<file path="src/rtl/datapath_pkg.sv">
// Shared definitions for the datapath sequencer: instruction field map,
// decoded instruction bundle and issue-state encoding.
package datapath_pkg;

    localparam int INSTR_W     = 33;
    localparam int CONST_W     = 32;
    localparam int REG_IDX_W   = 4;

    localparam int CONST_A_BIT = 32;
    localparam int OP_MSB      = 31;
    localparam int OP_LSB      = 29;
    localparam int FORM_BIT    = 28;
    localparam int VEC_MSB     = 27;
    localparam int VEC_LSB     = 26;
    localparam int A_MSB       = 25;
    localparam int A_LSB       = 22;
    localparam int B_MSB       = 21;
    localparam int B_LSB       = 18;
    localparam int C_MSB       = 17;
    localparam int C_LSB       = 14;
    localparam int D_MSB       = 13;
    localparam int D_LSB       = 10;
    localparam int Y1_MSB      = 9;
    localparam int Y1_LSB      = 6;
    localparam int Y2_MSB      = 5;
    localparam int Y2_LSB      = 2;
    localparam int WRITE_MSB   = 1;
    localparam int WRITE_LSB   = 0;

    typedef enum logic [1:0] {
        S_IDLE       = 2'd0,
        S_RUN        = 2'd1,
        S_WAIT_CONST = 2'd2
    } state_t;

    typedef struct packed {
        logic                         const_a;
        logic [OP_MSB-OP_LSB:0]       op;
        logic                         form;
        logic [VEC_MSB-VEC_LSB:0]     vec;
        logic [REG_IDX_W-1:0]         a;
        logic [REG_IDX_W-1:0]         b;
        logic [REG_IDX_W-1:0]         c;
        logic [REG_IDX_W-1:0]         d;
        logic [REG_IDX_W-1:0]         y1;
        logic [REG_IDX_W-1:0]         y2;
        logic [WRITE_MSB-WRITE_LSB:0] write;
    } instr_t;

    function automatic instr_t decode(input logic [INSTR_W-1:0] w);
        instr_t d;
        d.const_a = w[CONST_A_BIT];
        d.op      = w[OP_MSB:OP_LSB];
        d.form    = w[FORM_BIT];
        d.vec     = w[VEC_MSB:VEC_LSB];
        d.a       = w[A_MSB:A_LSB];
        d.b       = w[B_MSB:B_LSB];
        d.c       = w[C_MSB:C_LSB];
        d.d       = w[D_MSB:D_LSB];
        d.y1      = w[Y1_MSB:Y1_LSB];
        d.y2      = w[Y2_MSB:Y2_LSB];
        d.write   = w[WRITE_MSB:WRITE_LSB];
        return d;
    endfunction

endpackage

</file>
<file path="src/rtl/datapath_sequencer_fifo.sv">
// Single-clock circular FIFO that exposes its two oldest entries and can
// retire zero, one or two of them per cycle.
module seq_fifo #(
    parameter int DEPTH  = 4,
    parameter int WIDTH  = 33,
    parameter int NEXT_W = 32,
    parameter int CW     = $clog2(DEPTH + 1)
) (
    input  logic              clk,
    input  logic              rst_n,
    input  logic              flush,
    input  logic              push,
    input  logic [WIDTH-1:0]  push_data,
    input  logic [1:0]        pop_n,
    output logic [CW-1:0]     count,
    output logic [WIDTH-1:0]  head,
    output logic [NEXT_W-1:0] head_next
);

    localparam int PW = (DEPTH > 1) ? $clog2(DEPTH) : 1;

    logic [WIDTH-1:0] mem [DEPTH];
    logic [PW-1:0]    rd_ptr;
    logic [PW-1:0]    rd_ptr_1;
    logic [PW-1:0]    wr_ptr;

    function automatic logic [PW-1:0] wrap_inc(input logic [PW-1:0] p);
        return (p == PW'(DEPTH - 1)) ? '0 : p + PW'(1);
    endfunction

    assign rd_ptr_1  = wrap_inc(rd_ptr);
    assign head      = mem[rd_ptr];
    assign head_next = mem[rd_ptr_1][NEXT_W-1:0];

    // NOTE: storage carries no reset; the count gates every read, so stale
    // contents are never observed and the array stays plain RAM.
    always_ff @(posedge clk) begin
        if (push && !flush)
            mem[wr_ptr] <= push_data;
    end

    // NOTE: sequential state uses non-blocking assignment so every register
    // sees pre-edge values regardless of statement order.
    always_ff @(posedge clk) begin
        if (!rst_n || flush) begin
            rd_ptr <= '0;
            wr_ptr <= '0;
            count  <= '0;
        end else begin
            if (push)
                wr_ptr <= wrap_inc(wr_ptr);
            case (pop_n)
                2'd1:    rd_ptr <= rd_ptr_1;
                2'd2:    rd_ptr <= wrap_inc(rd_ptr_1);
                default: rd_ptr <= rd_ptr;
            endcase
            count <= count + CW'(push) - CW'(pop_n);
        end
    end

endmodule

</file>
<file path="src/rtl/datapath_sequencer.sv">
// Buffers the instruction stream, pairs const_a instructions with their
// constant word and drives one registered datapath instruction per cycle.
module datapath_sequencer
    import datapath_pkg::*;
#(
    parameter int DEPTH = 4,
    parameter int CNT_W = 16
) (
    input  logic               clk,
    input  logic               rst_n,
    input  logic               in_valid,
    output logic               in_ready,
    input  logic [32:0]        in_word,
    input  logic               run,
    input  logic               flush,
    input  logic               cfg_we,
    input  logic [3:0]         cfg_zero_reg,
    output logic [2:0]         op,
    output logic               form,
    output logic [1:0]         vec,
    output logic [3:0]         A,
    output logic [3:0]         B,
    output logic [3:0]         C,
    output logic [3:0]         D,
    output logic [3:0]         Y1,
    output logic [3:0]         Y2,
    output logic [1:0]         write,
    output logic               const_a,
    output logic [31:0]        constant,
    output logic [3:0]         zero_reg,
    output logic               issued,
    output logic               busy,
    output logic [CNT_W-1:0]   issue_count
);

    localparam int CW = $clog2(DEPTH + 1);

    logic [CW-1:0]      count;
    logic [INSTR_W-1:0] head_word;
    logic [CONST_W-1:0] next_const;
    instr_t             head_instr;
    state_t             state;
    logic               do_issue;
    logic               push;
    logic [1:0]         pop_n;
    instr_t             issue_q;
    logic [CONST_W-1:0] const_q;

    assign in_ready   = (count < CW'(DEPTH));
    assign busy       = (count != '0);
    assign push       = in_valid && in_ready;
    assign head_instr = decode(head_word);

    seq_fifo #(
        .DEPTH  (DEPTH),
        .WIDTH  (INSTR_W),
        .NEXT_W (CONST_W),
        .CW     (CW)
    ) u_fifo (
        .clk       (clk),
        .rst_n     (rst_n),
        .flush     (flush),
        .push      (push),
        .push_data (in_word),
        .pop_n     (pop_n),
        .count     (count),
        .head      (head_word),
        .head_next (next_const)
    );

    // The issue state is a pure function of the current buffer and run, so an
    // instruction accepted at one edge can issue at the very next one.
    // NOTE: every always_comb output gets a default first so no latch is inferred.
    always_comb begin
        state = S_IDLE;
        if (run && count != '0) begin
            if (!head_instr.const_a || count >= CW'(2))
                state = S_RUN;
            else
                state = S_WAIT_CONST;
        end
    end

    assign do_issue = (state == S_RUN) && !flush;
    assign pop_n    = !do_issue ? 2'd0 : (head_instr.const_a ? 2'd2 : 2'd1);

    // Non-issue edges clear every field so the datapath never sees a stale write.
    always_ff @(posedge clk) begin
        if (!rst_n) begin
            issue_q     <= '0;
            const_q     <= '0;
            issued      <= 1'b0;
            issue_count <= '0;
            zero_reg    <= '0;
        end else begin
            if (cfg_we)
                zero_reg <= cfg_zero_reg;
            issued <= do_issue;
            if (do_issue) begin
                issue_q     <= head_instr;
                const_q     <= head_instr.const_a ? next_const : '0;
                issue_count <= issue_count + CNT_W'(1);
            end else begin
                issue_q <= '0;
                const_q <= '0;
            end
        end
    end

    assign const_a  = issue_q.const_a;
    assign op       = issue_q.op;
    assign form     = issue_q.form;
    assign vec      = issue_q.vec;
    assign A        = issue_q.a;
    assign B        = issue_q.b;
    assign C        = issue_q.c;
    assign D        = issue_q.d;
    assign Y1       = issue_q.y1;
    assign Y2       = issue_q.y2;
    assign write    = issue_q.write;
    assign constant = const_q;

endmodule

</file>
<file path="config.mk">
export PLATFORM = sky130hd
export DESIGN_NAME = datapath_sequencer
export DESIGN_NICKNAME = d
export VERILOG_FILES = /design/src/rtl/datapath_pkg.sv /design/src/rtl/datapath_sequencer_fifo.sv /design/src/rtl/datapath_sequencer.sv
export SDC_FILE = /design/constraint.sdc
export NUM_CORES = 1
export LEC_CHECK = 0
export BUFFER_PORTS_ARGS = -buffer_cell sky130_fd_sc_hd__buf_2
export CORE_MARGIN = 1
export CORE_UTILIZATION = 60
export CTS_CLUSTER_DIAMETER = 30
export DETAILED_ROUTE_END_ITERATION = 10
export GPL_TIMING_DRIVEN = 0
export PLACE_DENSITY_LB_ADDON = 0.08
export RECOVER_POWER = 50
export SLEW_MARGIN = 20
export SYNTH_ARGS = -nofsm -noshare
export SYNTH_HDL_FRONTEND = slang
export SYNTH_SLANG_ARGS = --single-unit
</file>
<file path="constraint.sdc">
create_clock -name clk -period 6 [get_ports clk]
set_clock_uncertainty 0.1 [all_clocks]
set_input_delay 0.9 -clock clk [delete_from_list [all_inputs] [get_ports clk]]
set_output_delay 0.9 -clock clk [all_outputs]
set_load 0.005 [all_outputs]
</file>
After elaboration in Yosys (flattened, before gate mapping)
Memory sizes are Yosys's and may differ from the RTL's. A register that Yosys moved wholly into a read port is not among the register bits. Index checks and enable logic that the tools add are counted.

Bits in writable memories: 132. Memories: 1. Input port bits: 43. Output and inout port bits: 88. Logic and storage cells: 58. Flip-flop bits (word level): 61.

Memory list: u_fifo.mem (depth 4, bits a word 33, rd ports 2, clocked after memory_dff 2, write ports 1, RTL line datapath_sequencer_fifo.sv:22) `logic [WIDTH-1:0] mem [DEPTH];`.

Eq/ne operators: 6. Reduce and logical (&&, ||, !) cells: 14. Magnitude comparators: 2. $add $sub $neg: 6. Multiplexer cells: 12.

Operators with widths (number): 2-bit 2-to-1 mux (9); 16-bit by 1-bit adder with 16-bit output (second input constant) (1); 2-bit equality test (second input constant) (4); 2-bit by 1-bit adder with 2-bit output (second input constant) (3); 2-bit by 1-bit equality test with 1-bit output (second input constant) (2); 1-bit logical AND (4); 1-bit logical NOT (4); 2-bit one-hot mux with 2 select lines (1); 3-bit by 1-bit adder with 3-bit output (1); 3-bit by 2-bit >= comparator with 1-bit output (second input constant) (1); 3-bit < comparator (second input constant) (1); 3-bit AND reduction (1); 3-bit nonzero test (1); 3-bit by 2-bit subtractor with 3-bit output (1); 1-bit logical OR (2); 1-bit 2-to-1 mux (2); 2-bit AND reduction (1); 2-bit nonzero test (1).

Depth between registers and ports, before layout
Gate-level depths: netlist of run 1.

Word-level depth: 11. Gate-level depth with buffers: 12. Depth with buffers taken out: 10.

Modules after synthesis
Synthesis of run 1 repeated with hierarchy kept, for this count alone.

Cell total of the unflattened synthesis: 512. Area total of the unflattened synthesis: 8899.8 um^2.

Modules (own cells, without submodules): seq_fifo (times used 1, seq. area each 4144.0 um^2, cells each 265, area an instance 6147.1 um^2); datapath_sequencer (times used 1, seq. area each 1721.7 um^2, cells each 247, area an instance 2752.6 um^2).

Worst setup path before layout of run 1
No wires, ideal clock.

Path type: input to register. Start: in run. End: reg u_fifo.count[2]. Path buffers: 1. Arrival time: 2.685 ns. Library setup time: 0.118 ns. Data required time: 5.782 ns. Slack: 3.097 ns. Stages: 9. Cell sequence: nor2b_1 o211a_2 buf_2 inv_2 ha_1 fa_1 xnor2_1 xnor2_1 nor2_1.

Cells in the longest elaborated chain, start to end: 6.

RTL lines: start: declaration (RTL line datapath_sequencer.sv:14) `input logic run,`; 1-bit logical AND (RTL line datapath_sequencer.sv:76) `if (run && count != '0) begin`; 2-bit 2-to-1 mux (RTL line datapath_sequencer.sv:76); 2-bit by 1-bit equality test with 1-bit output (RTL line datapath_sequencer.sv:84) `assign do_issue = (state == S_RUN) && !flush;`; 1-bit logical AND (RTL line datapath_sequencer.sv:84); 2-bit 2-to-1 mux (RTL line datapath_sequencer.sv:85) `assign pop_n = !do_issue ? 2'd0 : (head_instr.const_a ? 2'd2 : 2'd1);`; 3-bit by 2-bit subtractor with 3-bit output (RTL line datapath_sequencer_fifo.sv:57) `count <= count + CW'(push) - CW'(pop_n);`; end signal: assignment (RTL line datapath_sequencer_fifo.sv:57); end: declaration (RTL line datapath_sequencer_fifo.sv:15) `output logic [CW-1:0] count,`.

No other way between the ends. A chain may end at the register's enable or synchronous reset.

Worst setup path after layout of run 1
Start: in flush. End: reg u_fifo.count[2].

Cells in the longest elaborated chain, start to end: 4. Elaborated cells between the ends (all ways): 5. Classes of those cells: add/sub: 1; mux: 1; reduce/logical: 3.

RTL lines: start: declaration (RTL line datapath_sequencer.sv:15) `input logic flush,`; 1-bit logical NOT (RTL line datapath_sequencer.sv:84); 1-bit logical AND (RTL line datapath_sequencer.sv:84); 2-bit 2-to-1 mux (RTL line datapath_sequencer.sv:85); 3-bit by 2-bit subtractor with 3-bit output (RTL line datapath_sequencer_fifo.sv:57).

Several ways; a longest one is shown, not always the timed one.

==> results of run 1 <==
[cells by family (layout without fill, tap and decap cells)]
| logic type | Yosys count | after routing | synth area share (%) |
|---|---|---|---|
| muxes | 72 | 72 | 17.58 |
| and+or+nand+nor | 129 | 129 | 9.002 |
| AOI/OAI and AO/OA | 40 | 40 | 3.006 |
| DFF | 227 | 227 | 66.15 |
| adders and majority gates | 10 | 10 | 1.496 |
| xor gates and xnor gates | 3 | 3 | 0.2964 |
| buffers and inverters | 46 | 248 | 2.469 |
[synthesized netlist by cell type, types with 2 or more instances]
cell / count / share of area (%)
dfxtp_1: 95 / 21
mux2i_1: 5 / 0.56
ha_1: 9 / 1.3
nand2b_1: 3 / 0.21
nor2_1: 10 / 0.42
nand4_1: 2 / 0.14
mux2i_4: 2 / 0.51
xnor2_1: 2 / 0.20
edfxtp_1: 132 / 45
o21ai_1: 4 / 0.23
buf_2: 10 / 0.56
nand3_1: 5 / 0.28
clkbuf_1: 18 / 0.76
and2_1: 41 / 2.9
nand2_1: 9 / 0.38
and3_1: 34 / 2.4
or4_1: 12 / 1.0
mux4_2: 65 / 17
or3_1: 3 / 0.21
and4_1: 2 / 0.20
buf_6: 4 / 0.51
o31ai_1: 12 / 1.0
a21oi_1: 17 / 0.96
inv_2: 2 / 0.085
inv_1: 11 / 0.47
[routing by layer]
metal | track usage, % | up-vias | wire, um
met1 | 31.17 | 2705 | 7216
met5 | 0 | - | 0
li1 | - | 2433 | -
met3 | 7.334 | 38 | 1461
met2 | 47.35 | 238 | 10380
met4 | 10.84 | 0 | 512
[through the flow]
step	hold slack (ns)	worst slack (ns)	total power [mW]	utilization, %
final	0.3910	2.996	4.049	76.55
after global routing	0.4065	2.839	4.153	76.55
after CTS	0.3930	3.009	4.078	77.38
after detailed placement	0.3848	2.501	1.836	68.00
after global placement	0.3642	2.595	1.825	67.26
after floorplan	0.3682	3.097	1.782	-
[power groups by stage]
stage          clock [mW]  sequential [mW]  combinational (mW)
2_1_floorplan           0             1.71              0.0703
5_1_grt              2.34             1.68               0.129
3_3_place_gp            0             1.71               0.114
4_1_cts              2.27             1.68               0.124
3_5_place_dp            0             1.71               0.123
6_report             2.25             1.68               0.119
[layout make-up]
cell class,count,area (sq um),area share [%]
Sequential cell,227,5866,52.92
Tap cell,184,230.2,2.077
Multi-Input combinational cell,254,2763,24.93
Inverter,13,48.80,0.4403
Timing Repair Buffer,132,649.4,5.859
Clock buffer,51,1136,10.25
Buffer,33,168.9,1.524
Clock inverter,19,221.5,1.998
[tightest hold or removal path: stages (launching register included)]
cell and delay (ns):
dfxtp_1 0.32, mux2i_1 0.07, nor2_1 0.07
[final timing paths]
path	from	endpoint	slack (ns)	cells after the start
setup / recovery	flush	u_fifo.count[2]$_SDFF_PP0_	3.00	10
hold / removal	zero_reg[1]$_SDFFE_PN0P_	zero_reg[1]$_SDFFE_PN0P_	0.39	2
setup reg to reg	u_fifo.count[2]$_SDFF_PP0_	u_fifo.count[2]$_SDFF_PP0_	3.04	12
hold reg to reg	zero_reg[1]$_SDFFE_PN0P_	zero_reg[1]$_SDFFE_PN0P_	0.39	2
[cell usage in the layout, fill, tap and decap left out, drive strengths merged, types with 2 or more instances in the layout]
cell type and instances:
and3 34, o21ai 4, nand2 9, or3 4
nor2 11, nand4 3, a21oi 17, clkbuf 144
clkinvlp 2, clkinv 11, buf 72, nand2b 3
dfxtp 95, bufinv 5, and4 2, or4 12
ha 9, mux4 65, edfxtp 132, xnor2 2
and2 41, mux2i 7, inv 14, nand3 5
o31ai 12, nor3 2
==> run metrics, run 1 <==
Final ANT Viol Nets 0; Post-layout nets around 750; DRT iter0 DRCs 420; antenna cells 0; number of setup violations in the final report 0; # port buffers roughly 130; vias in the first global route between 5,000 and 6,000; Pleak 4.118 nW; first-pass GRT wire length between 20 and 30 mm; die span in y around 120 um; share of cells above drive strength 1 28.26%; GR Overflow Total 0; fin crit share 50.07%; clk slew on worst S/H paths ~0.05 ns; Max VDD drop approximately 0.00027 V; Slew @ Worst Pin between 1 and 1.5 ns; Crit. End Element flip-flop; Fin. Hold Viols 0; Final Instance Count excl. Fillers just over 900; Placeable Area roughly 14,000 sq um; Max Slew Vio Count 0; worst relative slew slack under 10%; cells along the critical path buf_2, nor2b_1, o211a_2, buf_2, inv_2, ha_1, fa_1, xnor2_1, xnor2_1, nor2_1; Rows between 40 and 50; largest net degree at the start of global routing 24; Area Growth Syn to Fin 24.99%; CP max-delay cell fa_1; setup TNS 0 ns; Synth Register Bits approximately 230; Worst Setup Start Kind input pin; Int Power between 3 and 4 mW; Root Buffer clkbuf_16; Net Switching about 0.78 mW; Top reg by flops u_fifo.mem; CTS Buf Count 38; Mapped Avg Cell Area between 15 and 20 sq um; die span in x about 120 um; hold_buf cts 0; die area 15,270 sq um; share of total power in combinational logic 2.9%; Yosys Warn Count 0; Initial Utilization 61.24%; dpl hpwl ~12 mm; Distinct cells, synth 43; placer congestion estimate slightly below 0.8; TritonCTS Sinks roughly 230; H-tree levels 2; RSZ-0062 raised after global routing no; syn_nets 580; Crit Path Category input pin to flip-flop; max capacitance violation total 0; Finished Cell Area ~11,000 sq um; post-CTS sizing 0; minimum clock period between 3 and 4 ns; FILL cells 860; placed cell area 9846 sq um; later-pin clock latency in the skew report about 0.51 ns; PwrDens 365.4 nW/um^2; Post-synth EDFFs between 100 and 150; GRT Total Usage 26.92%; CP top delay family adder cells; Worst Path Buf+Inv 3; Vias 5,414; WP data arrival roughly 3.3 ns; clock tree buffer depth 3; Cells after DPL between 800 and 900; Routed WL per cell between 20 and 25 um; CP peak stage delay around 0.45 ns; post-CTS setup buffer count 0; status completed; clock group share of total power between 50 and 60%; Worst EP required about 6.3 ns; CTS tree done; Post-Syn Area between 8000 and 9000 sq um; Ports about 130; part of the power in registers about two fifths; 1st-pass router iterations 5; Worst Hold Class flip-flop to flip-flop; Top FF cell, synth edfxtp_1; Sw Ratio 19.38%; FFs w/ async S/R, synth 0%; max reg flops around 130; drt drc 0; Post-Syn Instances about 530; Total Routed Length 19.57 mm; drt via density slightly below 6; Max Freq ~330 MHz; sequential-to-total area share from yosys stat about 66%; antenna violations before repair 0; CP max FO 10
Power figures use the tool's default switching activity.
==> run 2: changes to the inputs <==
CORE_UTILIZATION = 51   (was 60)
clock period = 2.7 ns   (was 6 ns; I/O delays follow)
==> run 2 against run 1 <==
Compared with the run above:
- global-route usage fell by 4.2 points
- power rose by 140%
- flip-flop and latch count did not move
- register-to-register slack got worse by 2.9 ns
- die area rose by 17%
- hold slack got worse by 0.36 ns
- sequential power rose by 120%
==> run metrics, run 2 (synthesis gave the netlist of run 1 again) <==
status completed (unchanged); worst-case reg-to-reg path depth 10 (was 12); Routed WL per cell 20.18 um (was 21.43 um); CP max-delay cell mux4_2 (was fa_1); Root Buffer clkbuf_16 (unchanged); antenna violations before repair 0 (unchanged); Worst EP required 3.00 ns (was 6.29 ns); Total Routed Length 19.74 mm (was 19.57 mm); number of setup violations in the final report 0 (unchanged); Pwr Total 9.664 mW (was 4.049 mW); setup TNS 0 ns (unchanged); Slew @ Worst Pin 0.7555 ns (was 1.475 ns); CP top delay family adder cells (unchanged); most common cell after layout, fill and taps aside edfxtp_1 (unchanged); max capacitance violation total 0 (unchanged); placer congestion estimate 0.7767 (was 0.7771); drt via density 5.569 (was 5.930); vias in the first global route 5,694 (was 5,625); placed cell area 9891 sq um (was 9846 sq um); antenna cells 0 (unchanged); GRT Total Usage 22.76% (was 26.92%); Ports 131 (unchanged); Crit. path cell count 10 (unchanged); Vias 5,446 (was 5,414); CTS tree done (unchanged); Worst Path Buf+Inv 3 (unchanged); CTS Buf Count 44 (was 38); share of cells above drive strength 1 31.66% (was 28.26%); Fin. Hold Viols 0 (unchanged); later-pin clock latency in the skew report 0.52 ns (was 0.51 ns); PwrDens 834.9 nW/um^2 (was 365.4 nW/um^2); cells along the critical path buf_6, mux4_2, o211a_4, buf_4, inv_2, ha_1, fa_2, xnor2_2, xnor2_1, nor2_1 (was buf_2, nor2b_1, o211a_2, buf_2, inv_2, ha_1, fa_1, xnor2_1, xnor2_1, nor2_1); commonest non-fill, non-tap cells in the layout edfxtp_1 (132), dfxtp_1 (94), clkbuf_1 (93), buf_2 (67), mux4_2 (65) (was edfxtp_1 (132), clkbuf_1 (98), dfxtp_1 (95), mux4_2 (65), buf_2 (62)); Cells after DPL 879 (was 843); Initial Utilization 52.91% (was 61.24%); clock tree buffer depth 3 (unchanged); hold path depth 3 (was 2); Post-layout nets 775 (was 752); Finished Cell Area 11,570 sq um (was 11,080 sq um); worst relative slew slack 49.63% (was 1.618%); max reg flops 132 (unchanged); Worst Setup Start Kind flip-flop (was input pin); Max Freq a little under 400 MHz; die span in x 133.9 um (was 123.6 um); Pleak 4.365 nW (was 4.118 nW); hold slack final 0.03150 ns (was 0.3910 ns); H-tree levels 2 (unchanged); fin crit share between 90 and 100%; clk slew on worst S/H paths 0.05 ns (about the same); Rows 47 (was 44); Crit. End Element flip-flop (unchanged); largest net degree at the start of global routing 25 (was 24); 1st-pass router iterations 5 (unchanged); Worst Hold Class input pin to flip-flop (was flip-flop to flip-flop); CP max FO 10 (unchanged); WP data arrival 2.89 ns (was 3.30 ns); Area Growth Syn to Fin 30.54% (was 24.99%); Max VDD drop 0.0005461 V (was 0.0002693 V); post-place setup slack -0.2865 ns (was 2.501 ns); TritonCTS Sinks 227 (unchanged); first-pass GRT wire length 30.56 mm (was 29.32 mm); RSZ-0062 raised after global routing no (unchanged); Crit Path Category flip-flop to flip-flop (was input pin to flip-flop); Final Instance Count excl. Fillers 978 (was 913); Placeable Area 16,760 sq um (was 14,480 sq um); die span in y 133.9 um (was 123.6 um); CP peak stage delay 0.52 ns (was 0.45 ns); drt drc 0 (unchanged); Final ANT Viol Nets 0 (unchanged); Max Slew Vio Count 0 (unchanged); GR Overflow Total 0 (unchanged); Finished Core Util 69.06% (was 76.55%); die area 17,920 sq um (was 15,270 sq um); # port buffers 128 (unchanged); minimum clock period 2.591 ns; dpl hpwl 12.52 mm (was 12.09 mm); DRT iter0 DRCs 333 (was 420); final worst slack 0.1087 ns (was 2.996 ns); Top reg by flops u_fifo.mem (unchanged)
[run 2: cell types whose count changed in the layout (fill, tap and decap cells not counted), sizes merged]
| cell | before | now |
|---|---|---|
| clkinvlp | 2 | 3 |
| inv | 14 | 17 |
| dlygate4sd3 | 0 | 12 |
| clkinv | 11 | 10 |
| buf | 72 | 83 |
| clkbuf | 144 | 146 |
| bufinv | 5 | 6 |
[run 2: cell type report]
| type | instances | area, sq um |
|---|---|---|
| plain buffers | 32 | 171.4 |
| clock buffers | 59 | 1281 |
| clock inverters | 23 | 296.5 |
| fillers | 1163 | 5185 |
| inverters | 13 | 48.80 |
| multi-input cells | 254 | 2813 |
| flip-flops and latches | 227 | 5867 |
| well taps | 220 | 275.3 |
| repair buffers | 150 | 822.0 |
[run 2: layer usage]
layer  GRT usage [%]  share of wire [%]  vias to the layer above
li1                -                  -                     2472
met1           28.15                 40                     2745
met2           39.15                 51                      187
met3           4.762                5.7                       42
met4           9.028                2.6                        0
met5               0                  0                        -
[run 2: where the power goes]
group	total (mW)	internal, mW	leakage, nW	switching (mW)
Sequential	3.74	3.72	1.97	0.0220
Combinational	0.289	0.134	1.63	0.155
Clock	5.63	3.90	0.768	1.73
[run 2: path summary, 6_finish.rpt]
kind,from,end,slack (ns)
max,flip-flop,u_fifo.count[2]$_SDFF_PP0_,0.11
min,cfg_zero_reg[0],zero_reg[0]$_SDFFE_PN0P_,0.03
max reg2reg,flip-flop,u_fifo.count[2]$_SDFF_PP0_,0.11
min reg2reg,issue_count[13]$_SDFFE_PN0N_,issue_count[13]$_SDFFE_PN0N_,0.39
[run 2: tightest hold or removal path, cell delays in order]
cell and delay [ns]:
buf_2 0.07, mux2i_1 0.06, nor2_1 0.08
[run 2: what timing repair did]
item	CTS	global route
endpoints found under the hold margin	37	0
hold buffers	12	0
gates resized for setup	10	1
buffers inserted	6	0
pin swaps	1	1
endpoints found under the setup margin	2	1
==> run 3: changes to the inputs <==
CAP_MARGIN = 40   (was default)
PLACE_DENSITY = 0.8   (was default)
PLACE_DENSITY_LB_ADDON = default   (was 0.08)
==> run 3 against run 2 <==
Compared with the run above:
- sequential power barely moved
- clock-buffer cell count fell by 12
- worst setup slack improved by 0.015 ns
- critical endpoint unchanged
- combinational power rose by 7.3%
- cell count fell by 0.20%
- routed wire length rose by 5.8%
==> run metrics, run 3 (synthesis gave the netlist of run 1 again) <==
status completed (unchanged); TritonCTS Sinks 227 (unchanged); Total Routed Length 20.89 mm (was 19.74 mm); Slew @ Worst Pin 0.8149 ns (was 0.7555 ns); part of the power in registers 43.7% (was 38.7%); vias in the first global route 5,978 (was 5,694); Ports 131 (unchanged); WP data arrival 2.88 ns (was 2.89 ns); antenna violations before repair 1 (was 0); later-pin clock latency in the skew report 0.52 ns (about the same); Vias 5,634 (was 5,446); Rows 47 (unchanged); Finished Cell Area 11,330 sq um (was 11,570 sq um); Max VDD drop 0.0005384 V (was 0.0005461 V); final worst slack 0.1235 ns (was 0.1087 ns); dpl hpwl 12.54 mm (was 12.52 mm); Crit Path Category flip-flop to flip-flop (unchanged); Final ANT Viol Nets 0 (unchanged); DRT iter0 DRCs 416 (was 333); # port buffers 128 (unchanged); Max Slew Vio Count 0 (unchanged); die span in x 133.9 um (unchanged); RSZ-0062 raised after global routing no (unchanged); Top reg by flops u_fifo.mem (unchanged); H-tree levels 2 (unchanged); Fin. Hold Viols 0 (unchanged); 1st-pass router iterations 5 (unchanged); FILL cells 1,127 (was 1,163); GRT Total Usage 23.81% (was 22.76%); Initial Utilization 52.91% (unchanged); PwrDens 756.0 nW/um^2 (was 834.9 nW/um^2); die span in y 133.9 um (unchanged); first-pass GRT wire length 31.93 mm (was 30.56 mm); Root Buffer clkbuf_16 (unchanged); Max Freq 388.1 MHz (was 385.9 MHz); drt drc 0 (unchanged); Final Instance Count excl. Fillers 976 (was 978); number of setup violations in the final report 0 (unchanged); Worst Hold Class input pin to flip-flop (unchanged); CP max FO 6 (was 10); Sw Ratio 21.56% (was 19.72%); Net Switching 1.847 mW (was 1.905 mW); Worst EP required 3.00 ns (about the same); largest net degree at the start of global routing 25 (unchanged); max reg flops 132 (unchanged); minimum clock period 2.576 ns (was 2.591 ns); Post-layout nets 781 (was 775); most common cell after layout, fill and taps aside edfxtp_1 (unchanged); Worst Setup Start Kind flip-flop (unchanged); antenna cells 0 (unchanged); share of cells above drive strength 1 28.84% (was 31.66%); Cells after DPL 879 (unchanged); die area 17,920 sq um (unchanged); CTS Buf Count 37 (was 44); hold slack final 0.03460 ns (was 0.03150 ns); GR Overflow Total 0 (unchanged); Int Power 6.719 mW (was 7.759 mW); worst relative slew slack 45.67% (was 49.63%); placed cell area 9876 sq um (was 9891 sq um); fin crit share 95.43% (was 95.97%); Routed WL per cell 21.40 um (was 20.18 um); clock group share of total power 52.7% (was 58.3%); clk slew on worst S/H paths 0.05 ns (about the same); share of total power in combinational logic 3.6% (was 3.0%); Pleak 4.209 nW (was 4.365 nW); max capacitance violation total 0 (unchanged); commonest non-fill, non-tap cells in the layout edfxtp_1 (132), clkbuf_1 (101), dfxtp_1 (93), mux4_2 (65), buf_2 (61) (was edfxtp_1 (132), dfxtp_1 (94), clkbuf_1 (93), buf_2 (67), mux4_2 (65)); clock tree buffer depth 3 (unchanged); placer congestion estimate 0.7469 (was 0.7767); post-place setup slack -0.3064 ns (was -0.2865 ns); drt via density 5.773 (was 5.569); Area Growth Syn to Fin 27.78% (was 30.54%); CTS tree done (unchanged); Crit. End Element flip-flop (unchanged); Placeable Area 16,760 sq um (unchanged)
[run 3: cell types whose count changed in the layout (fill, tap and decap cells not counted), sizes merged]
| cell | change |
|---|---|
| clkinv | +1 |
| bufinv | -4 |
| buf | -6 |
| clkbuf | -6 |
| clkinvlp | -2 |
| dlygate4sd3 | +13 |
| inv | +2 |
[run 3: layout make-up]
cell class	instances	area [sq um]	area share, %
Buffer	32	175.2	1.546
Clock buffer	47	994.7	8.779
Clock inverter	20	224.0	1.977
Inverter	13	48.80	0.4307
Multi-Input combinational cell	254	2815	24.85
Sequential cell	227	5868	51.79
Tap cell	220	275.3	2.429
Timing Repair Buffer	163	929.6	8.204
[run 3: worst paths after layout]
| kind | cells past startpoint | slack, ns | from | to |
|---|---|---|---|---|
| worst max register to register | 12 | 0.12 | u_fifo.count[1]$_SDFF_PP0_ | u_fifo.count[2]$_SDFF_PP0_ |
| worst min-delay path | 3 | 0.03 | cfg_zero_reg[0] | zero_reg[0]$_SDFFE_PN0P_ |
| worst min register to register | 2 | 0.39 | zero_reg[0]$_SDFFE_PN0P_ | zero_reg[0]$_SDFFE_PN0P_ |
| worst max-delay path | 12 | 0.12 | u_fifo.count[1]$_SDFF_PP0_ | u_fifo.count[2]$_SDFF_PP0_ |
[run 3: critical path, stage by stage (launching register included)]
cell     delay, ns
dfxtp_2       0.34
or3_1         0.36
buf_2         0.17
nand2_4       0.09
buf_6         0.11
nor2_2        0.04
ha_1          0.27
inv_1         0.05
ha_1          0.19
fa_2          0.37
xnor2_2       0.15
xnor2_1       0.17
nor2_1        0.05
[run 3: what timing repair did]
item	4_1_cts	5_1_grt
buffers inserted	3	3
pin swaps	1	2
setup endpoints to repair	2	1
gates resized for setup	7	4
endpoints found under the hold margin	89	0
hold buffers	25	0
[run 3: metrics by stage]
step	util, %	setup TNS (ns)	power (mW)
after floorplan	-	0	3.959
after global placement	58.37	-10.59	4.055
after detailed placement	58.93	-0.4038	4.079
after CTS	67.95	0	8.610
after global routing	67.61	0	8.802
final	67.61	0	8.566
[run 3: layer usage]
| layer | wire, um | global-route usage (%) | part of all wire (%) |
|---|---|---|---|
| met4 | 559 | 9.912 | 2.7 |
| met1 | 7822 | 28.35 | 37 |
| met3 | 1618 | 4.649 | 7.7 |
| met5 | 8 | 0 | 0.038 |
| met2 | 10880 | 42.20 | 52 |
[run 3: power groups by stage]
stage          Combinational (mW)  Clock [mW]  Sequential [mW]
2_1_floorplan               0.156           0             3.80
3_3_place_gp                0.252           0             3.80
3_5_place_dp                0.273           0             3.81
4_1_cts                     0.311        4.56             3.74
5_1_grt                     0.333        4.73             3.74
6_report                    0.310        4.51             3.74
